[src/rtl/systolic_pkg.sv]
// Shared state encoding and default geometry for the systolic array sequencer.
package systolic_pkg;
  localparam int DEF_DATA_WIDTH = 16;
  localparam int DEF_N          = 4;

  typedef enum logic [2:0] {
    IDLE  = 3'd0,
    CLEAR = 3'd1,
    FEED  = 3'd2,
    DRAIN = 3'd3,
    DONE  = 3'd4
  } state_t;
endpackage

[src/rtl/systolic_seq_ctrl_skew_line.sv]
// Enabled delay line of DEPTH registers; DEPTH=0 collapses to a wire.
module skew_line
  import systolic_pkg::*;
#(
  parameter int DEPTH      = 1,
  parameter int DATA_WIDTH = DEF_DATA_WIDTH
) (
  input  logic                  clk,
  input  logic                  reset,
  input  logic                  en,
  input  logic [DATA_WIDTH-1:0] d,
  output logic [DATA_WIDTH-1:0] q
);
  if (DEPTH == 0) begin : g_wire
    logic unused_ok;
    assign unused_ok = &{1'b0, clk, reset, en};
    assign q = d;
  end else begin : g_regs
    logic [DEPTH-1:0][DATA_WIDTH-1:0] pipe;

    always_ff @(posedge clk or negedge reset) begin
      if (!reset) begin
        pipe <= '0;
      end else if (en) begin
        pipe[0] <= d;
        for (int i = 1; i < DEPTH; i++) pipe[i] <= pipe[i-1];
      end
    end

    assign q = pipe[DEPTH-1];
  end
endmodule

[src/rtl/systolic_seq_ctrl.sv]
// Operand skew / pause / clear sequencer for an NxN output-stationary systolic array.
// Optional stall_cycles counter is built when SYSTOLIC_SEQ_PERF_EN is defined.
module systolic_seq_ctrl
  import systolic_pkg::*;
#(
  parameter int DATA_WIDTH = DEF_DATA_WIDTH,
  parameter int N          = DEF_N,
  parameter int K_W        = 8
) (
  input  logic                    clk,
  input  logic                    reset,
  input  logic                    start,
  input  logic [K_W-1:0]          k_len,
  input  logic                    op_valid,
  output logic                    op_ready,
  input  logic [N*DATA_WIDTH-1:0] op_a,
  input  logic [N*DATA_WIDTH-1:0] op_b,
  output logic [N*DATA_WIDTH-1:0] left_out,
  output logic [N*DATA_WIDTH-1:0] top_out,
  output logic                    pe_pause,
  output logic                    pe_clear,
  output logic                    busy,
  output logic                    done
`ifdef SYSTOLIC_SEQ_PERF_EN
  , output logic [31:0]           stall_cycles
`endif
);
  localparam int DCW = $clog2(2*N);
  localparam logic [DCW-1:0] DRAIN_LAST = DCW'(2*N-3);

  state_t         state;
  logic [K_W-1:0] k_lat;
  logic [K_W-1:0] step;
  logic [DCW-1:0] dcnt;
  logic           pause_q;
  logic           accept;
  logic           stall;
  logic           en;

  assign accept   = (state == FEED) &&  op_valid;
  assign stall    = (state == FEED) && !op_valid;
  // Stalls freeze the array combinationally; all other pause levels come from the FSM.
  assign pe_pause = pause_q | stall;
  assign en       = !pe_pause;

  for (genvar g = 0; g < N; g++) begin : g_lane
    logic [DATA_WIDTH-1:0] a_in, b_in;
    assign a_in = accept ? op_a[g*DATA_WIDTH +: DATA_WIDTH] : '0;
    assign b_in = accept ? op_b[g*DATA_WIDTH +: DATA_WIDTH] : '0;

    skew_line #(.DEPTH(g), .DATA_WIDTH(DATA_WIDTH)) u_row (
      .clk(clk), .reset(reset), .en(en),
      .d(a_in), .q(left_out[g*DATA_WIDTH +: DATA_WIDTH])
    );
    skew_line #(.DEPTH(g), .DATA_WIDTH(DATA_WIDTH)) u_col (
      .clk(clk), .reset(reset), .en(en),
      .d(b_in), .q(top_out[g*DATA_WIDTH +: DATA_WIDTH])
    );
  end

  always_ff @(posedge clk or negedge reset) begin
    if (!reset) begin
      state    <= IDLE;
      k_lat    <= '0;
      step     <= '0;
      dcnt     <= '0;
      pause_q  <= 1'b1;
      op_ready <= 1'b0;
      pe_clear <= 1'b0;
      busy     <= 1'b0;
      done     <= 1'b0;
    end else begin
      case (state)
        IDLE: if (start) begin
          k_lat    <= k_len;
          state    <= CLEAR;
          pe_clear <= 1'b1;
          pause_q  <= 1'b0;
          busy     <= 1'b1;
        end
        CLEAR: begin
          pe_clear <= 1'b0;
          step     <= '0;
          if (k_lat != '0) begin
            state    <= FEED;
            op_ready <= 1'b1;
          end else begin
            state   <= DONE;
            done    <= 1'b1;
            pause_q <= 1'b1;
          end
        end
        FEED: if (accept) begin
          step <= step + K_W'(1);
          if (step == k_lat - K_W'(1)) begin
            state    <= DRAIN;
            op_ready <= 1'b0;
            dcnt     <= '0;
          end
        end
        // 2N-2 cycles lets the last beat reach PE(N-1,N-1).
        DRAIN: begin
          dcnt <= dcnt + DCW'(1);
          if (dcnt == DRAIN_LAST) begin
            state   <= DONE;
            done    <= 1'b1;
            pause_q <= 1'b1;
          end
        end
        DONE: begin
          state <= IDLE;
          done  <= 1'b0;
          busy  <= 1'b0;
        end
        default: begin
          state    <= IDLE;
          pause_q  <= 1'b1;
          op_ready <= 1'b0;
          pe_clear <= 1'b0;
          busy     <= 1'b0;
          done     <= 1'b0;
        end
      endcase
    end
  end

`ifdef SYSTOLIC_SEQ_PERF_EN
  always_ff @(posedge clk or negedge reset) begin
    if (!reset)                          stall_cycles <= '0;
    else if (state == IDLE && start)     stall_cycles <= '0;
    else if (stall && stall_cycles != '1) stall_cycles <= stall_cycles + 32'd1;
  end
`else
  // default build: no stall counter
`endif
endmodule

[config.mk]
export PLATFORM = sky130hd
export DESIGN_NAME = systolic_seq_ctrl
export DESIGN_NICKNAME = d
export VERILOG_FILES = /design/src/rtl/systolic_pkg.sv /design/src/rtl/systolic_seq_ctrl_skew_line.sv /design/src/rtl/systolic_seq_ctrl.sv
export SDC_FILE = /design/constraint.sdc
export NUM_CORES = 1
export LEC_CHECK = 0
export ABC_AREA = 1
export CAP_MARGIN = 20
export CORE_ASPECT_RATIO = 1.5
export CORE_UTILIZATION = 40
export DETAILED_ROUTE_END_ITERATION = 6
export DONT_BUFFER_PORTS = 1
export PLACE_DENSITY_LB_ADDON = 0.1
export SLEW_MARGIN = 20
export SYNTH_ARGS = -nofsm -noshare
export SYNTH_HDL_FRONTEND = slang
export SYNTH_SLANG_ARGS = --single-unit
[constraint.sdc]
create_clock -name clk -period 2 [get_ports clk]
set_input_delay 0.4 -clock clk [delete_from_list [all_inputs] [get_ports clk]]
set_output_delay 0.4 -clock clk [all_outputs]
set_load 0.05 [all_outputs]
== Word-level counts from Yosys, hierarchy flattened ==
Cells that the tools add are included.

* $add $sub $neg: 3
* Shifts and indexed selects: 0
* Muxes and demuxes: 31
* Equality and inequality tests: 12
* Div/mod/pow operators: 0
* $lt $le $gt $ge: 0
* Multipliers: 0
* Bitwise logic cells: 6
* Reduce and logical (&&, ||, !) cells: 21

{| class="wikitable"
|+ Operator list
! kind !! number
|-
| 16-bit two-way mux || 8
|-
| 3-bit two-way mux || 7
|-
| 8-bit one-hot mux with 2 select lines || 1
|-
| 3-bit one-hot mux with 4 select lines || 1
|-
| 4-bit AND reduction || 3
|-
| 2-bit != test, second input constant || 5
|-
| 3-bit OR reduction || 3
|-
| 8-bit by 1-bit adder with 8-bit output, second input constant || 1
|-
| 8-bit == test || 1
|-
| 8-bit two-way mux || 1
|-
| 2-bit AND reduction || 4
|-
| 8-bit nonzero test || 1
|-
| 8-bit by 1-bit subtractor with 8-bit output, second input constant || 1
|-
| 1-bit two-way mux || 7
|-
| 3-bit by 2-bit == test with 1-bit output, second input constant || 2
|-
| 3-bit == test, second input constant || 2
|-
| 1-bit one-hot mux with 3 select lines || 2
|-
| 3-bit one-hot mux with 2 select lines || 1
|-
| 3-bit AND reduction || 2
|-
| 1-bit inverter || 5
|-
| 1-bit one-hot mux with 2 select lines || 2
|-
| 1-bit one-hot mux with 4 select lines || 1
|-
| 2-bit nonzero test || 2
|-
| 2-bit OR reduction || 2
|-
| other kinds (7) || 8
|}

* Output and inout port bits: 133
* Latch bits: 0
* Memories: 0
* Register bits after elaboration: 219
* Input port bits: 140
* ROM bits: 0
* RAM bits: 0

== Depth between registers and ports, before layout ==
Gate-level depths: netlist (run 1).

* Depth after elaboration: 5
* Depth in mapped cells: 14

== Hierarchy ==
From an unflattened synthesis (run 1), not the netlist that was laid out.

* Cell total of the unflattened synthesis: 1403
* Area, all modules: 10857.9 um^2

{| class="wikitable"
|+ By module, submodules not included
! module !! area an instance (um^2) !! cells an instance !! seq. area each (um^2) !! times used
|-
| skew_line at g_lane[3].u_col ... || 1925.6 || 219 || 1201.2 || 2
|-
| skew_line at g_lane[2].u_col ... || 1415.1 || 152 || 800.8 || 2
|-
| systolic_seq_ctrl || 2647.5 || 493 || 676.9 || 1
|-
| skew_line at g_lane[1].u_col ... || 644.4 || 68 || 400.4 || 2
|-
| skew_line at g_lane[0].u_col ... || 120.1 || 16 || 0.0 || 2
|}

== Worst setup path after synthesis (run 1) ==
Ideal clock, no wire load.

* Path kind: register to output
* Start point: register state[2]
* End point: output left_out[0]
* Required time: 1.600 ns
* Data arrival time: 1.726 ns
* Setup slack: -0.126 ns
* Cell stages (with the launch flop): 7
* Cell sequence: dfrtp_1 -> inv_2 -> nand2_2 -> nor2_4 -> nand2_4 -> clkbuf_1 -> nor2_1

* Word-level cells in the longest chain between the ends: 3

{| class="wikitable"
|+ Ends and longest elaborated chain
! what !! RTL line !! text
|-
| start: declaration || systolic_seq_ctrl.sv:31 || <nowiki>state_t state;</nowiki>
|-
| start signal: assignment || systolic_seq_ctrl.sv:63 || <nowiki>state <= IDLE;</nowiki>
|-
| start signal: assignment || systolic_seq_ctrl.sv:76 || <nowiki>state <= CLEAR;</nowiki>
|-
| start signal: assignment || systolic_seq_ctrl.sv:85 || <nowiki>state <= FEED;</nowiki>
|-
| 3-bit by 2-bit == test with 1-bit output || systolic_seq_ctrl.sv:40 || <nowiki>assign accept = (state == FEED) && op_valid;</nowiki>
|-
| 1-bit logical AND || systolic_seq_ctrl.sv:40 ||
|-
| 16-bit two-way mux || systolic_seq_ctrl.sv:48 || <nowiki>assign a_in = accept ? op_a[g*DATA_WIDTH +: DATA_WIDTH] : '0;</nowiki>
|-
| end: declaration || systolic_seq_ctrl.sv:18 || <nowiki>output logic [N*DATA_WIDTH-1:0] left_out,</nowiki>
|}

No other way between the ends.

== Worst setup path in the final report (run 1) ==
* Start point: register state[2]
* End point: output left_out[6]

The elaborated chain is that of the path after synthesis.

==> impl.org, run 1 <==
** Status
- Status :: complete, but fails checks
- Violations in the final reports :: hold timing, setup timing

** Layout
- Proportion of layout cells with a drive suffix above 1 :: 14.4%
- Area growth, synth to finish :: 14.0%
- The final layout contains 1,212 nets.
- Final non-filler cell total :: 1,403
- In the layout the commonest cells are sky130_fd_sc_hd__nand2_1, sky130_fd_sc_hd__dfrtp_1, sky130_fd_sc_hd__inv_1.
- The library cell used most frequently in the layout, excluding fill and tap cells, is sky130_fd_sc_hd__nand2_1.
- Antenna cell count :: 0

** CTS
- Clock-pin slew was measured on the worst setup and hold paths at 60 ps.
- TritonCTS clock tree :: built
- The number of hold buffers added after CTS was 3.
- Maximum level of the CTS H-tree :: 1
- Cell at the root of the clock tree :: sky130_fd_sc_hd__clkbuf_16
- Worst skew pair latency :: roughly 500 ps
- Number of buffers created by CTS :: 22
- Maximum buffer depth of the clock tree :: 3
- CTS saw between 200 and 250 sinks.

** Placed design
- DP Wirelength :: ~14,000 µm
- Routability congestion estimate :: between 0.7 and 0.8
- PortBufs :: 0
- Prior to clock tree synthesis, the placed netlist has a worst setup slack of between 100 and 150 ps.
- Once placement completed, the tool counted placed cells totaling 1,344.

** STA
- Number of max-slew violations in the final report :: 0
- Unrepaired setup endpoints after global routing :: true
- Max Freq :: about 470 MHz
- The hold violation total from the final report is around 220.
- Final number of setup-violating endpoints :: 33
- Slew at the pin with the worst max-slew slack :: between 700 and 800 ps
- Worst setup skew after layout :: 7.21 ps
- Slew margin rel. :: between 50% and 60%
- Tightest hold margin :: -402 ps
- Clock period minus final worst setup slack :: 2140 ps
- Share of the clock period used by the worst path :: 107%
- Least setup slack across all paths after layout :: -137 ps

** Routing
- Drt total wl :: around 23,000 µm
- For this block, the via count after detailed routing is around 6,600.
- Length of the first detailed-routing pass in iterations :: 4
- Antenna-violating nets left :: 0
- Iter 0 DRT Violations :: between 200 and 300
- In the routed design, unresolved DRC markers number 0.
- Dividing the detail-routed via count by the number of cells gives ~4.7.
- WL per Instance :: 16.1 µm

** Synthesis
- The cell count after synthesis came out at between 1,000 and 1,500.
- In this run the cell area of the synthesized design comes to a little under 10,000 µm².
- Synth Register Bits :: 219
- Syn avg cell area :: about 9 µm²
- Total of warnings raised by yosys :: 0
- For this run, the register share of the synthesized area comes to a little under three fifths.
- Syn_nets :: roughly 1,200
- Yosys mapped the design onto 29 distinct sky130hd cell types.

** Critical path
- On the critical path, the stage with the largest delay is an instance of sky130_fd_sc_hd__dfrtp_1.
- Startpoint Class :: flip-flop
- STA puts the critical path data required time at 1600 ps.
- Endpoint arrival time on the critical path :: about 1700 ps
- Max FO, Critical Path :: 8
- Crit path kind :: flip-flop to primary output
- Delay of the slowest cell on the worst path :: 390 ps
- The worst setup path is captured at a primary output.
- The signal on the critical path passes through inv_2 -> nand2_4 -> nor2_4 -> buf_12 -> nand2_8 -> nor2_2 -> buf_6.

** Die
- After floorplanning, the core was divided into 69 placement rows.
- The floorplan step defined a core boundary enclosing about 24,000 µm².
- The die is between 150 and 200 µm tall.
- The die covers ~25,000 µm².
- In this run the horizontal extent of the chip is ~130 µm.
- For this configuration, the core starts out at a cell density of a little over 40%.
- about 270 I/O pins were placed.

** Pwr
- Pwr dens :: approximately 1800 nW/µm²
- The analysis attributes to cell leakage a power of ~5.4 nW.
- Worst voltage drop across the vdd grid :: between 0.0009 and 0.001 V

** Global route
- Entering global routing, the biggest net connects 220 pins.
- Number of antenna violations at the first check in global routing :: 0
- Wire length of the first global-routing pass :: roughly 35,000 µm
- Across every metal layer, demand over resource in global routing totals 18.0%.
- The total overflow left after global routing is 0.
- Via count of the first global-routing pass :: about 6,600

** Hold path
- Min-delay worst type :: primary input to async pin

** Flow run
- Max-cap violations in this run came to 0.
flip-flops by register name, summed over array words and instances, names as in the netlist, 3 cells and up:
signal / count
g_lane.u_row.g_regs.pipe: 48
step: 8
state: 3
g_lane.u_col.g_regs.pipe: 48
k_lat: 8
g_lane.u_row.q: 48
g_lane.u_col.q: 48
dcnt: 3
path summary, 6_finish.rpt:
path                       depth (start not counted)                              to  slack [ps]                      startpoint
setup reg to reg                                  14                         step[7]         160                        state[2]
hold reg to reg                                    2  g_lane[3].u_col.g_regs.pipe[5]         470  g_lane[3].u_col.g_regs.pipe[5]
max in group asynchronous                          0                        state[1]        1730                           reset
setup / recovery                                   7                     left_out[6]        -140                        state[2]
hold / removal                                     0  g_lane[2].u_row.g_regs.pipe[3]        -400                           reset
min in group clk                                   2                        k_lat[1]          20                        k_len[1]
where the power goes:
part           total [mW]  internal (mW)  leakage (nW)  switching (mW)
combinational        6.00           2.05          2.04            3.95
clock                3.97           2.30         0.350            1.68
sequential           9.37           6.00          2.97            3.37
total                19.3           10.3          5.37            9.00
critical path, delay by kind of cell, from the launching register on:
| kind | cells | cell delay, ps |
|---|---|---|
| buffers and inverters | 3 | 410 |
| and+or+nand+nor | 4 | 430 |
| DFF | 1 | 390 |
logic make-up after synthesis:
logic type,Yosys count,synth area share (%)
xor gates and xnor gates,6,0.688
and+or+nand+nor,472,20.5
DFF,219,56.9
buffers and inverters,247,13.3
adders and majority gates,4,0.519
AOI/OAI and AO/OA,150,8.10
routing by layer:
metal  vias up  wire length (µm)  GRT usage, %
li1       3306                 -             -
met1      3092              8740          21.1
met3        32              1620          4.40
met2       196             11800          32.1
met5         -                 0             0
met4         0               399          5.11
final cells by class:
class                           count  area [µm²]
Fill cell                        2363       12700
Sequential cell                   219        5480
Multi-Input combinational cell    636        3180
Timing Repair Buffer               60         724
Clock buffer                       34         667
Inverter                          128         490
Tap cell                          319         399
Clock inverter                      6        33.8
Timing Repair inverter              1        6.26
Yosys cell counts (all sizes together):
cell type / instances / area (µm²)
nor3: 6 / 41.3
dfstp: 1 / 26.3
xor2: 2 / 17.5
nand2: 296 / 1130
or2: 2 / 12.5
xnor3: 1 / 22.5
o21ai: 141 / 724
dfrtp: 218 / 5460
nor2: 58 / 230
clkbuf: 22 / 82.6
nand3b: 1 / 7.51
xnor2: 3 / 26.3
buf: 97 / 722
nor3b: 1 / 7.51
a21oi: 9 / 56.3
nand3: 108 / 541
ha: 4 / 50.1
inv: 128 / 480
what timing repair did:
| item | 4_1_cts | 5_1_grt |
|---|---|---|
| gates cloned | 4 | 1 |
| gates resized for setup | 55 | 56 |
| hold endpoints to repair | 222 | 219 |
| pin swaps | 6 | 5 |
| buffers inserted | 10 | 2 |
| endpoints found under the setup margin | 33 | 45 |
per-stage QoR:
stage / area, µm² / utilization [%] / total power [mW] / setup TNS (ps)
floorplan: 9640 / - / 14.0 / -3770
global placement: 9670 / 40.9 / 14.7 / 0
detailed placement: 9670 / 40.9 / 14.8 / 0
CTS: 10800 / 45.5 / 19.4 / -5090
global route: 11000 / 46.4 / 20.7 / -6340
finish: 11000 / 46.4 / 19.3 / -3530
No activity file was read; power rests on OpenSTA's default activity.
==> inputs of run 2 (changes only) <==
--- a/config.mk
+++ b/config.mk
@@ -8,11 +8,11 @@
 export ABC_AREA = 1
 export CAP_MARGIN = 20
 export CORE_ASPECT_RATIO = 1.5
-export CORE_UTILIZATION = 40
+export CORE_MARGIN = 5
+export CORE_UTILIZATION = 55
 export DETAILED_ROUTE_END_ITERATION = 6
 export DONT_BUFFER_PORTS = 1
 export PLACE_DENSITY_LB_ADDON = 0.1
-export SLEW_MARGIN = 20
 export SYNTH_ARGS = -nofsm -noshare
 export SYNTH_HDL_FRONTEND = slang
 export SYNTH_SLANG_ARGS = --single-unit
==> run 2 against run 1 <==
  * The flow still finishes with violations (hold timing, setup timing)
  * Largest cell class unchanged
  * First-iteration DRC count grew 50%
  * Clock skew rose by 1.4 ps
  * Clock power increased by 2%
  * Flip-flop and latch count did not move
==> impl.org, run 2 (synthesis gave the netlist of run 1 again) <==
** STA
- Clock period minus final worst setup slack :: 2160 ps (was 2140 ps)
- Worst setup skew after layout :: 8.58 ps (was 7.21 ps)
- Slew margin rel. :: 58.6% (was 50.7%)
- Number of hold violations in the final report :: 219 (was 218)
- The max-slew violation total from the final report was 0 (unchanged).
- Max Freq :: 464 MHz (was 468 MHz)
- Slew at the pin with the worst max-slew slack :: 620 ps (was 740 ps)
- The post-route clock period utilization came to 108% (was 107%).
- Unrepaired setup endpoints after global routing :: true (unchanged)
- Least setup slack across all paths after layout :: -157 ps (was -137 ps)
- The worst hold margin was -391 ps (was -402 ps).
- Final number of setup-violating endpoints :: 33 (unchanged)
- Sum of negative setup slack :: -3650 ps (was -3530 ps)

** Routing
- The detailed router's first-iteration violation count was 448 (was 299).
- The number of DRC violations after detailed routing is 0 (unchanged).
- WL per Instance :: 18.4 µm (was 16.1 µm)
- Length of the first detailed-routing pass in iterations :: 5 (was 4)
- WL met3 :: 1540 µm (was 1620 µm)
- Via/cell ratio :: 5.28 (was 4.72)
- The total vias in the final route was 6,875 (was 6,626).
- The remaining antenna violation count after routing came to 0 (unchanged).
- The top layer reached by signal wires is met4 (unchanged).
- Metal2 WL :: 12,600 µm (was 11,800 µm)
- The met1 wire length was 9340 µm (was 8740 µm).
- The aggregate routed wire length came to 24,000 µm (was 22,600 µm).

** Pwr
- The ratio of total power to cell area is 1800 nW/µm² (was 1760 nW/µm²).
- The leakage dissipation came to 5.44 nW (was 5.37 nW).
- The worst supply voltage drop on vdd came to 0.00114 V (was 0.000909 V).

** CTS
- The number of buffers on the longest clock path is 3 (unchanged).
- The number of sinks on the clock net was 219 (unchanged).
- Number of buffers created by CTS :: 22 (unchanged)
- Cell at the root of the clock tree :: sky130_fd_sc_hd__clkbuf_16 (unchanged)
- The clock slew seen by the registers of the worst setup and hold paths is 60 ps (about the same).
- The maximum level of the CTS H-tree came to 1 (unchanged).
- The clock latency reported for the late side of the worst-skew pair came to 490 ps (was 500 ps).
- The clock tree from TritonCTS is built (unchanged).

** Die
- Die span in y :: 172 µm (was 192 µm)
- Io pins :: 273 (unchanged)
- The horizontal die dimension was 118 µm (was 129 µm).
- Row count :: 59 (was 69)
- Starting density of the core :: 55.8% (was 40.7%)
- Placeable core region :: 17,300 µm² (was 23,700 µm²)
- The total die area was 20,300 µm² (was 24,700 µm²).

** Placed design
- The total cell area at the placement stage was 9600 µm² (was 9670 µm²).
- DP Wirelength :: 14,600 µm (was 14,000 µm)
- Cell count after placement :: 1,242 (was 1,344)
- Post-place setup slack :: 92.1 ps (was 130 ps)
- The last weighted congestion value of the routability-driven placer was 0.811 (was 0.790).
- PortBufs :: 0 (unchanged)

** Status
- Violations in the final reports: hold timing, setup timing (unchanged).
- Status: complete, but fails checks (unchanged).

** Layout
- The post-route non-filler standard cell count came to 1,302 (was 1,403).
- Antenna cell count :: 0 (unchanged)
- The net count reported at finish came to 1,217 (was 1,212).
- The area growth from synthesis to layout is 14.7% (was 14.0%).
- The most common cell after layout, fill and taps aside is sky130_fd_sc_hd__nand2_1 (unchanged).
- The area of all placed cells without fillers is 11,100 µm² (was 11,000 µm²).
- The share of final-layout standard cells stronger than drive strength 1 came to 15.0% (was 14.4%).
- Most used cells in the layout excluding fill and tap cells :: sky130_fd_sc_hd__nand2_1, sky130_fd_sc_hd__dfrtp_1, sky130_fd_sc_hd__inv_1 (unchanged)

** Critical path
- Total buffers and inverters traversed by the critical path :: 3 (unchanged)
- Worst path cell trace: inv_2 -> nand2_4 -> nor2_4 -> buf_12 -> nand2_8 -> nor2_4 -> buf_8 (was inv_2 -> nand2_4 -> nor2_4 -> buf_12 -> nand2_8 -> nor2_2 -> buf_6).
- The path type of the worst setup path is flip-flop to primary output (unchanged).
- Slowest CP cell :: sky130_fd_sc_hd__dfrtp_1 (unchanged)
- Required time at the worst-slack endpoint :: 1600 ps (about the same)
- Critical R2R Capture :: g_lane[2].u_col.g_regs.pipe[11] (was step[7])
- Type of element capturing the critical path :: primary output (unchanged)
- Family with the most delay on the worst path :: simple AND/OR/NAND/NOR gates (unchanged)
- The startpoint of the worst register-to-register path is state[1] (was state[2]).
- The delay of the slowest cell on the worst path is 390 ps (about the same).
- Startpoint Class :: flip-flop (unchanged)
- The worst endpoint data arrival time is 1760 ps (was 1740 ps).
- The maximum fanout count along the critical path is 8 (unchanged).
- Worst reg2reg path depth :: 9 (was 14)
- Critical path's most frequent cell :: sky130_fd_sc_hd__nor2_4
- Reg2reg setup slack :: 90 ps (was 160 ps)

** Global route
- The maximum number of pins on one net before global-route repair was 220 (unchanged).
- Leftover overflow at the end of global routing :: 0 (unchanged)
- Via count of the first global-routing pass :: 6,721 (was 6,593)
- Number of antenna violations at the first check in global routing :: 0 (unchanged)
- Wire length of the first global-routing pass :: 35,600 µm (was 35,000 µm)
- Total routing usage reported by global routing :: 21.4% (was 18.0%)

** Flow run
- Number of max-cap violations :: 0 (unchanged)

** Hold path
- Min-delay worst type :: primary input to async pin (unchanged)
==> run 2: worst max path at each step <==
stage	endpoint	from	depth (start not counted)
2_1_floorplan	left_out[0]	state[2]	6
5_1_grt	left_out[4]	state[2]	7
4_1_cts	left_out[7]	state[2]	7
6_report	left_out[4]	state[2]	7
3_5_place_dp	left_out[7]	state[2]	6
3_3_place_gp	left_out[7]	state[2]	6
==> run 2: where the power goes <==
group / total [mW] / internal (mW) / switching, mW
sequential: 9.41 / 6.00 / 3.41
clock: 4.05 / 2.40 / 1.65
combinational: 6.46 / 2.32 / 4.14
total: 19.9 / 10.7 / 9.20
==> run 2: repair_timing <==
item	in CTS	in global routing
resized for setup	99	31
pin swaps	7	10
setup endpoints to repair	33	105
cloned	6	3
hold endpoints to repair	219	219
buffers inserted	9	2
==> run 2: stage by stage <==
stage | util, % | total power, mW
6_report | 64.0 | 19.9
3_5_place_dp | 55.6 | 14.9
3_3_place_gp | 55.6 | 14.8
5_1_grt | 64.0 | 21.2
2_1_floorplan | - | 14.0
4_1_cts | 62.8 | 19.7
==> run 2: per-layer routing <==
layer	global-route usage (%)	vias to the layer above
li1	-	3327
met1	27.2	3294
met2	36.7	221
met3	5.17	33
met4	6.04	0
met5	0	-
==> run 2: area by class of cell <==
cell class | instances | area, µm²
multi-input cells | 636 | 3210
repair buffers | 64 | 867
clock buffers | 35 | 701
well taps | 213 | 267
clock inverters | 5 | 27.5
flip-flops and latches | 219 | 5480
repair inverters | 2 | 12.5
fillers | 1433 | 6220
inverters | 128 | 488
==> inputs of run 3 (changes only) <==
--- a/config.mk
+++ b/config.mk
@@ -8,8 +8,9 @@
 export ABC_AREA = 1
 export CAP_MARGIN = 20
 export CORE_ASPECT_RATIO = 1.5
-export CORE_MARGIN = 5
+export CORE_MARGIN = 1
 export CORE_UTILIZATION = 55
+export CTS_BUF_LIST = sky130_fd_sc_hd__clkbuf_8
 export DETAILED_ROUTE_END_ITERATION = 6
 export DONT_BUFFER_PORTS = 1
 export PLACE_DENSITY_LB_ADDON = 0.1
==> run 3 against run 2 <==
  * The flow still finishes with violations (hold timing, setup timing)
  * Clock power is 12% lower
  * Clock skew is 5.4 ps higher
  * Cell area is 1.9% lower
  * Count of clock-buffer cells in the layout is 9 higher
  * Final cell count is 0.23% higher
  * Non-clock buffer count is 5 lower
  * Utilization is 0.16 points lower
  * First-iteration DRC count is 19% higher
==> impl.org, run 3 (synthesis gave the netlist of run 1 again) <==
** STA
- Number of max-slew violations in the final report :: 0 (unchanged)
- Sum of negative setup slack :: -2950 ps (was -3650 ps)
- The hold violation total from the final report is 219 (unchanged).
- The measured slew at the worst slew-check pin is 596 ps (was 620 ps).
- Least setup slack across all paths after layout :: -134 ps (was -157 ps)
- The headroom to the max-slew limit is 60.3% (was 58.6%).
- Tightest hold margin :: -389 ps (was -391 ps)
- Clock period minus final worst setup slack :: 2130 ps (was 2160 ps)
- Unrepaired setup endpoints after global routing: true (unchanged).
- The post-route clock period utilization was 107% (was 108%).
- The peak clock frequency supported by timing came to 469 MHz (was 464 MHz).
- The clock tree skew after final layout was 14.0 ps (was 8.58 ps).
- The final count of negative-setup-slack endpoints came to 33 (unchanged).

** Die
- Die width :: 110 µm (was 118 µm)
- Die span in y :: 164 µm (was 172 µm)
- The total die area is 18,100 µm² (was 20,300 µm²).
- Io pins :: 273 (unchanged)
- The placement row count is 58 (was 59).
- Starting density of the core :: 56.7% (was 55.8%)
- The area of the core region came to 17,000 µm² (was 17,300 µm²).

** Routing
- Antenna-violating nets left :: 0 (unchanged)
- DRC :: 0 (unchanged)
- The detailed router's first-iteration violation count came to 533 (was 448).
- Via/cell ratio :: 5.23 (was 5.28)
- The wire length per cell after detailed routing came to 16.7 µm (was 18.4 µm).
- The total vias in the final route came to 6,824 (was 6,875).
- The aggregate routed wire length was 21,800 µm (was 24,000 µm).
- Length of the first detailed-routing pass in iterations :: 4 (was 5)

** CTS
- The number of sinks on the clock net is 219 (unchanged).
- The cell at the root of the clock tree is sky130_fd_sc_hd__clkbuf_8 (was sky130_fd_sc_hd__clkbuf_16).
- The maximum level of the CTS H-tree is 2 (was 1).
- Number of buffers created by CTS :: 34 (was 22)
- The number of buffers on the longest clock path was 3 (unchanged).
- TritonCTS clock tree :: built (unchanged)
- The clock latency reported for the late side of the worst-skew pair is 480 ps (was 490 ps).
- Buffers inserted to repair hold after CTS numbered 2.
- The clock slew seen by the registers of the worst setup and hold paths came to 60 ps (about the same).

** Global route
- The global-route total usage across every layer was 23.4% (was 21.4%).
- Pin count of the biggest net entering global routing :: 220 (unchanged)
- The first-pass GRT wire length came to 32,900 µm (was 35,600 µm).
- The via count of the first global-routing pass came to 6,577 (was 6,721).
- Number of antenna violations at the first check in global routing :: 0 (unchanged)
- The total overflow reported by the global router is 0 (unchanged).

** Critical path
- Worst setup path endpoint :: left_out[13] (was left_out[4])
- The path type of the worst setup path is flip-flop to primary output (unchanged).
- The worst-case register-to-register setup slack came to 110 ps (was 90 ps).
- Worst reg2reg path depth :: 12 (was 9)
- The kind of capture point of the worst setup path is a primary output (unchanged).
- The worst path required time came to 1600 ps (about the same).
- The start point of the critical path was state[2] (unchanged).
- Startpoint Class :: flip-flop (unchanged)
- The terminus of the critical flop-to-flop path is step[6] (was g_lane[2].u_col.g_regs.pipe[11]).
- FF-to-FF Start :: state[2] (was state[1])
- The worst endpoint data arrival time came to 1730 ps (was 1760 ps).
- The maximum fanout count along the critical path came to 8 (unchanged).

** Pwr
- Combinational share of power :: 31.9% (was 32.4%)
- The switching power is 8.92 mW (was 9.20 mW).
- Pwr dens :: 1750 nW/µm² (was 1800 nW/µm²)
- Total leakage power :: 5.37 nW (was 5.44 nW)
- Net switching share of the total power :: 47.0% (was 46.2%)
- Worst voltage drop across the vdd grid :: 0.00109 V (was 0.00114 V)
- The part of the total power dissipated in sequential elements came to 49.4% (was 47.3%).
- Power Internal :: 10.1 mW (was 10.7 mW)
- The share of total power in the clock network came to 18.8% (was 20.3%).

** Flow run
- Number of max-cap violations :: 0 (unchanged)

** Layout
- The area growth from synthesis to layout is 12.5% (was 14.7%).
- Most frequent standard cell in the layout excluding fill and tap cells :: sky130_fd_sc_hd__nand2_1 (unchanged)
- The number of antenna diodes was 0 (unchanged).
- Filler Cell Count :: 1,453 (was 1,433)
- Post-layout nets :: 1,222 (was 1,217)
- Most used cells in the layout excluding fill and tap cells :: sky130_fd_sc_hd__nand2_1, sky130_fd_sc_hd__dfrtp_1, sky130_fd_sc_hd__inv_1 (unchanged)
- Proportion of layout cells with a drive suffix above 1 :: 15.3% (was 15.0%)

** Placed design
- The HPWL after detailed placement is 12,600 µm (was 14,600 µm).
- The port buffer count was 0 (unchanged).
- The worst setup slack before clock tree synthesis came to 41.1 ps (was 92.1 ps).
- Routability congestion estimate :: 0.852 (was 0.811)

** Hold path
- The worst hold path class is primary input to async pin (unchanged).

** Status
- Status: complete, but fails checks (unchanged).
- Violations in the final reports :: hold timing, setup timing (unchanged)
run 3: changes by cell type in the layout (fill, tap and decap cells not counted), moves of 4 or more:
cell                        delta
sky130_fd_sc_hd__clkbuf_8     +36
sky130_fd_sc_hd__clkbuf_1      -4
sky130_fd_sc_hd__buf_12        -6
sky130_fd_sc_hd__clkbuf_16    -24
sky130_fd_sc_hd__inv_1         +5
run 3: worst min-delay path by stage:
stage                from                               to
floorplan           reset                             busy
global placement    reset            g_lane[3].u_row.q[10]
detailed placement  reset            g_lane[3].u_row.q[10]
CTS                 reset                             busy
global route        reset  g_lane[3].u_row.g_regs.pipe[24]
finish              reset            g_lane[3].u_row.q[11]
run 3: critical path, cell delays in order (launching register included):
cell and delay, ps:
sky130_fd_sc_hd__dfrtp_2 410, sky130_fd_sc_hd__inv_2 80, sky130_fd_sc_hd__nand2_4 50, sky130_fd_sc_hd__nor2_4 120
sky130_fd_sc_hd__buf_12 150, sky130_fd_sc_hd__nand2_8 130, sky130_fd_sc_hd__nor2_4 140, sky130_fd_sc_hd__buf_6 170
run 3: timing repair:
item                                   in CTS  in global routing
setup buffers                              13                  2
gates cloned                                4                  1
endpoints found under the hold margin     221                219
setup endpoints to repair                  33                 81
resized for setup                         104                 30
pin swaps                                   8                  8
run 3: power groups by stage:
stage	combinational, mW	clock, mW	sequential [mW]
4_1_cts	5.84	3.67	9.39
3_5_place_dp	5.08	0	9.47
6_report	6.05	3.56	9.37
5_1_grt	6.75	3.85	9.59
3_3_place_gp	5.00	0	9.44
2_1_floorplan	6.29	0	7.68
run 3: final cells by class:
class	count	area, µm²	area share (%)
clock buffer	44	606	5.59
clock inverter	9	38.8	0.358
inverter	128	490	4.52
multi-input combinational	636	3200	29.5
sequential	219	5480	50.6
tap	210	263	2.42
timing repair buffer	59	762	7.03
run 3: through the flow:
step	utilization [%]	power, mW	hold WS (ps)	area, µm²	instances
4_1_cts	62.9	18.9	-419	10700	1302
5_1_grt	63.8	20.2	-431	10800	1305
3_3_place_gp	55.8	14.4	108	9470	1230
3_5_place_dp	55.8	14.6	110	9470	1230
6_report	63.8	19.0	-389	10800	1305
2_1_floorplan	-	14.0	104	9640	1098
run 3: routing by layer:
layer / GRT usage [%] / wire, µm / part of all wire [%] / up-vias
met2: 39.3 / 11100 / 51 / 235
met1: 28.6 / 8450 / 39 / 3227
li1: - / - / - / 3323
met5: 0 / 0 / 0 / -
met3: 6.59 / 1670 / 7.6 / 39
met4: 8.18 / 586 / 2.7 / 0
==> edit 1, RTL diff (flow settings as in run 1) <==
The 5 states of `state_t` get a Gray code encoding in 3 bits.
--- a/src/rtl/systolic_pkg.sv
+++ b/src/rtl/systolic_pkg.sv
@@ -4,11 +4,11 @@
   localparam int DEF_N          = 4;
 
   typedef enum logic [2:0] {
-    IDLE  = 3'd0,
-    CLEAR = 3'd1,
-    FEED  = 3'd2,
-    DRAIN = 3'd3,
-    DONE  = 3'd4
+    IDLE  = 3'b000,
+    CLEAR = 3'b001,
+    FEED  = 3'b011,
+    DRAIN = 3'b010,
+    DONE  = 3'b110
   } state_t;
 endpackage
 
Check against the original RTL: no difference found for any inputs over 4 cycles, from zero or initial values and one cycle with reset low; so few cycles prove little.
==> edit 1 against run 1 <==
The flow still finishes with violations (negative hold slack, negative setup slack). Die area shrank 0.23%. Setup slack got worse by 0.017 ns. Sequential cell count did not move. Worst hold slack got worse by 0.013 ns. Utilization rose by 0.60 points. Cell area increased by 1.3%. Total power decreased by 13%. Sequential share of layout area down 0.65 points. Area after synthesis shrank 0.23%. Sequential power is 17% lower. Routed wire length is 7.5% higher. Critical path type unchanged.
==> edit 1: results (changes against run 1) <==
| Metric | Value |
|---|---|
| GRT Resource Usage Total | 0.194 (was 0.180) |
| Relative slew slack | 0.624 (was 0.507) |
| TritonCTS Buffers | 23 (was 22) |
| Hold violation count in the final report | 218 (unchanged) |
| Worst-case hold slack | -0.415 ns (was -0.402 ns) |
| Run status | complete, but fails checks (unchanged) |
| Commonest cells in the netlist | nand2_1 (278), dfrtp_1 (218), o21ai_0 (127) (was nand2_1 (291), dfrtp_1 (218), inv_1 (122)) |
| Count of different cell masters after synthesis | 33 (was 29) |
| Filler cell count in the final layout | 2332 (was 2363) |
| Dominant synthesized flop cell | dfrtp_1 (unchanged) |
| Number of design-rule violations left by the first detailed-router iteration | 269 (was 299) |
| Worst clock skew | 0.0115 ns (was 0.00721 ns) |
| Maximum VDD drop | 0.758 mV (was 0.909 mV) |
| Final wirelength | 24.3 mm (was 22.6 mm) |
| Final setup viols | 33 (unchanged) |
| Sequential-to-total area share from yosys stat | 0.570 (was 0.569) |
| Antenna violations before repair | 1 (was 0) |
| Via count of the first global-routing pass | 6876 (was 6593) |
| Leak Pwr | 5.45 nW (was 5.37 nW) |
| Dominant cells by area after synthesis | dfrtp_1 (57%), nand2_1 (11%), o21ai_0 (6.6%), buf_4 (6.2%), nand3_1 (5.8%) (was dfrtp_1 (57%), nand2_1 (11%), buf_4 (5.6%), nand3_1 (5.6%), o21ai_0 (5.5%)) |
| Worst R2R Path Depth | 11 (was 14) |
| Final setup margin | -0.154 ns (was -0.137 ns) |
| Share of post-route cells with drive strength above 1 | 0.143 (was 0.144) |
| Global-route wire length before repair | 37.5 mm (was 35.0 mm) |
| Failing checks | negative hold slack, negative setup slack (unchanged) |
| Number of hold buffers added after cts | 1 (was 3) |
| Family of cells with the greatest summed delay on the critical path | buffers and inverters (was simple AND/OR/NAND/NOR gates) |
| DP Area | 0.00968 sq mm (was 0.00967 sq mm) |
| Critical Path Sink | left_out[3] (was left_out[6]) |
| Synthesized netlist net count | 1238 (was 1242) |
| Global placer's final weighted congestion | 0.836 (was 0.790) |
| End of the worst register-to-register path | g_lane[2].u_col.g_regs.pipe[12] (was step[7]) |
==> edit 1: cell types whose count changed after synthesis, moves of 7 or more <==
cell     delta
o21ai_1    -30
buf_6       -7
buf_4       +8
o21ai_0    +22
nand2_1    -13
==> edit 1: worst reg2reg max path: stages (launching register included) <==
cell      delay (ns)
dfrtp_1         0.39
inv_2           0.08
nand2_4         0.05
nor2_4          0.11
buf_6           0.14
inv_2           0.07
o21ai_4         0.17
buf_6           0.15
clkinv_2        0.09
buf_8           0.19
buf_4           0.20
o21ai_0         0.15
==> edit 1: kinds of logic after synthesis <==
group                      Yosys count  share of synthesized area
AOI/OAI and AO/OA                  157                     0.0885
DFF                                219                      0.570
muxes                                3                    0.00351
and+or+nand+nor                    454                      0.195
buffers and inverters              250                      0.132
xor gates and xnor gates             5                    0.00456
adders and majority gates            5                    0.00651
==> edit 1: power by group <==
part	leakage [nW]	switching, mW	total (mW)	internal [mW]
Clock	0.360	1.75	4.25	2.50
Combinational	2.10	3.16	4.87	1.71
Sequential	2.99	2.36	7.76	5.40
Total	5.45	7.28	16.9	9.61
==> edit 1: repair_timing <==
| item | 4_1_cts | 5_1_grt |
|---|---|---|
| buffers inserted | 8 | 4 |
| pin swaps | 4 | 3 |
| resized for setup | 100 | 10 |
| gates cloned | 6 | 2 |
| endpoints found under the hold margin | 220 | 219 |
| endpoints found under the setup margin | 33 | 117 |
==> edit 1: final cells by class <==
| class | instances | area, sq um | share of cell area |
|---|---|---|---|
| Timing Repair Buffer | 65 | 862 | 0.0775 |
| Sequential cell | 219 | 5480 | 0.493 |
| Tap cell | 319 | 399 | 0.0359 |
| Multi-Input combinational cell | 627 | 3140 | 0.283 |
| Inverter | 131 | 502 | 0.0451 |
| Clock inverter | 6 | 83.8 | 0.00754 |
| Antenna cell | 1 | 2.50 | 0.000225 |
| Clock buffer | 35 | 651 | 0.0585 |
==> edit 1: worst min path at each step <==
stage	endpoint	slack, ns	cells after the start
after detailed placement	g_lane[3].u_col.q[9]	0.11	0
after CTS	g_lane[1].u_row.q[14]	-0.45	0
after global placement	g_lane[3].u_col.q[9]	0.11	0
after global routing	g_lane[3].u_col.q[5]	-0.44	0
after floorplan	busy	0.10	0
final	g_lane[3].u_col.q[9]	-0.41	0
==> edit 1: layer usage <==
metal	up-vias	GRT usage	routed length (um)
met1	3169	0.227	9420
met5	-	0	0
met3	36	0.0513	1730
met2	214	0.349	12600
met4	0	0.0484	503
li1	3314	-	-
==> edit 1: through the flow <==
stage          setup TNS [ns]  worst slack, ns  instances
6_report                -3.92           -0.154       1403
5_1_grt                 -6.73           -0.244       1403
4_1_cts                 -5.58           -0.199       1397
3_5_place_dp                0           0.0516       1341
3_3_place_gp                0           0.0692       1341
2_1_floorplan           -1.23          -0.0411       1093
==> edit 2, RTL diff (settings of run 1) <==
Made on the original files. The option `SYSTOLIC_SEQ_PERF_EN` is turned on by a define.
--- a/src/rtl/systolic_seq_ctrl.sv
+++ b/src/rtl/systolic_seq_ctrl.sv
@@ -1,5 +1,7 @@
 // Operand skew / pause / clear sequencer for an NxN output-stationary systolic array.
 // Optional stall_cycles counter is built when SYSTOLIC_SEQ_PERF_EN is defined.
+`define SYSTOLIC_SEQ_PERF_EN
+
 module systolic_seq_ctrl
   import systolic_pkg::*;
 #(
Behaviour (old outputs only; new: stall_cycles): unchanged (equiv_simple and equiv_induct, registers matched by name and starting in step).
==> edit 2 against run 1 <==
The run still ends with negative hold slack, negative setup slack left. Area after synthesis grew 21%. Total power grew 15%. Sequential cell count is 32 higher. Routed wire length rose by 37%. Sequential power grew 13%. Die area grew 21%. Critical path depth unchanged. Setup slack worse by 0.073 ns. Fmax shrank 3.3%. Cell area rose by 30%. Combinational power is 4.2% higher. Critical path type unchanged.
==> edit 2: results (changes against run 1) <==
| Metric | Value |
|---|---|
| Run status | complete, but fails checks (unchanged) |
| Failing checks | negative hold slack, negative setup slack (unchanged) |
| Final HPWL DP | 20.4 mm (was 14.0 mm) |
| Final setup viols | 33 (unchanged) |
| Final setup margin | -0.210 ns (was -0.137 ns) |
| Hold violation count in the final report | 251 (was 218) |
| Global placer's final weighted congestion | 0.840 (was 0.790) |
| Switching fraction of total power | 0.449 (was 0.465) |
| Final routed wire length divided by cell count | 16.4 um (was 16.1 um) |
| Number of design-rule violations left by the first detailed-router iteration | 399 (was 299) |
| Leak Pwr | 6.83 nW (was 5.37 nW) |
| Global-route wire length before repair | 48.4 mm (was 35.0 mm) |
| Clock latency at the later pin of the worst-skew pair | 0.53 ns (was 0.50 ns) |
| Commonest cells in the netlist | nand2_1 (380), dfrtp_1 (250), inv_1 (148) (was nand2_1 (291), dfrtp_1 (218), inv_1 (122)) |
| Setup slack, reg-to-reg | 0.10 ns (was 0.16 ns) |
| Final-layout setup total negative slack | -5.98 ns (was -3.53 ns) |
| Share of synthesized cell area in full adder, half adder and majority cells | 0.00536 (was 0.00519) |
| Via count normalized by instance count | 4.83 (was 4.72) |
| Number of nets in the finished design | 1620 (was 1212) |
| Sequential-to-total area share from yosys stat | 0.538 (was 0.569) |
| Number of hold buffers added after cts | 50 (was 3) |
| GRT Resource Usage Total | 0.205 (was 0.180) |
| Non-filler cells in the finished layout | 1889 (was 1403) |
| Synthesized netlist net count | 1547 (was 1242) |
| Compound-Gate Fraction of Synth Area | 0.0779 (was 0.0810) |
| Maximum number of pins on one net before global-route repair | 252 (was 220) |
| Worst-case hold slack | -0.437 ns (was -0.402 ns) |
| First drt pass iteration count | 5 (was 4) |
| Worst clock skew | 0.00779 ns (was 0.00721 ns) |
| TritonCTS Buffers | 27 (was 22) |
| Transition time of the tightest slew-check pin | 0.595 ns (was 0.740 ns) |
| Placed cell count | 1768 (was 1344) |
| End of the worst register-to-register path | g_lane[3].u_row.g_regs.pipe[29] (was step[7]) |
| Standard cell core area | 0.0287 sq mm (was 0.0237 sq mm) |
| Parity-gate share of the synthesized area counting xor and xnor cells | 0.0128 (was 0.00688) |
| Worst R2R Path Depth | 12 (was 14) |
| Share of post-route cells with drive strength above 1 | 0.160 (was 0.144) |
edit 2: changes by cell type in the layout (fill, tap and decap cells not counted), moves of 10 or more:
cell           delta
dlygate4sd3_1    +47
o21ai_0          +17
nand3_1          +19
nor2_1           +45
dfrtp_1          +32
inv_1            +26
nand2_1          +86
o21ai_1          +10
buf_4            +55
nand4_1          +13
edit 2: power by group through the flow:
stage | Sequential, mW | Combinational, mW | Clock [mW]
3_5_place_dp | 10.7 | 5.53 | 0
3_3_place_gp | 10.7 | 5.47 | 0
5_1_grt | 10.8 | 7.01 | 5.67
2_1_floorplan | 8.34 | 6.95 | 0
6_report | 10.6 | 6.25 | 5.30
4_1_cts | 10.6 | 6.14 | 5.47
edit 2: repair_timing:
action,4_1_cts,5_1_grt
endpoints found under the hold margin,301,251
gates resized for setup,91,27
gates cloned,4,1
setup buffers,9,4
pin swaps,4,5
endpoints found under the setup margin,33,81
edit 2: cells by family (layout without fill, tap and decap cells):
| group | Yosys count | after routing |
|---|---|---|
| xor+xnor | 17 | 17 |
| buf+inv | 283 | 375 |
| compound gates | 180 | 180 |
| simple gates | 666 | 666 |
| other cells | 0 | 5 |
| fa+ha+maj | 5 | 5 |
| flops | 251 | 251 |
edit 2: cell type report:
type	count	share of cell area
Timing Repair Buffer	169	0.124
Inverter	157	0.0422
Clock inverter	12	0.0134
Sequential cell	251	0.438
Antenna cell	5	0.000873
Timing Repair inverter	1	0.000437
Tap cell	390	0.0341
Clock buffer	36	0.0523
Multi-Input combinational cell	868	0.295
edit 2: metrics by stage:
step           area (sq um)  setup slack (ns)
3_3_place_gp          12200            0.0870
2_1_floorplan         11700           -0.0630
6_report              14300            -0.210
3_5_place_dp          12200            0.0359
4_1_cts               14200            -0.213
5_1_grt               14300            -0.294
edit 2: worst max-delay path by stage:
| stage | slack, ns | depth (start not counted) | end |
|---|---|---|---|
| finish | -0.21 | 7 | top_out[14] |
| CTS | -0.21 | 7 | top_out[11] |
| global placement | 0.09 | 11 | g_lane[3].u_col.q[10] |
| detailed placement | 0.04 | 11 | g_lane[3].u_col.q[10] |
| floorplan | -0.06 | 6 | left_out[0] |
| global route | -0.29 | 7 | top_out[14] |
edit 2: layer usage:
layer / wire length [um] / share of wire / GRT usage
met1: 12500 / 0.40 / 0.250
met2: 15600 / 0.50 / 0.346
met3: 2110 / 0.068 / 0.0558
met4: 846 / 0.027 / 0.0771
met5: 15 / 0.00048 / 0
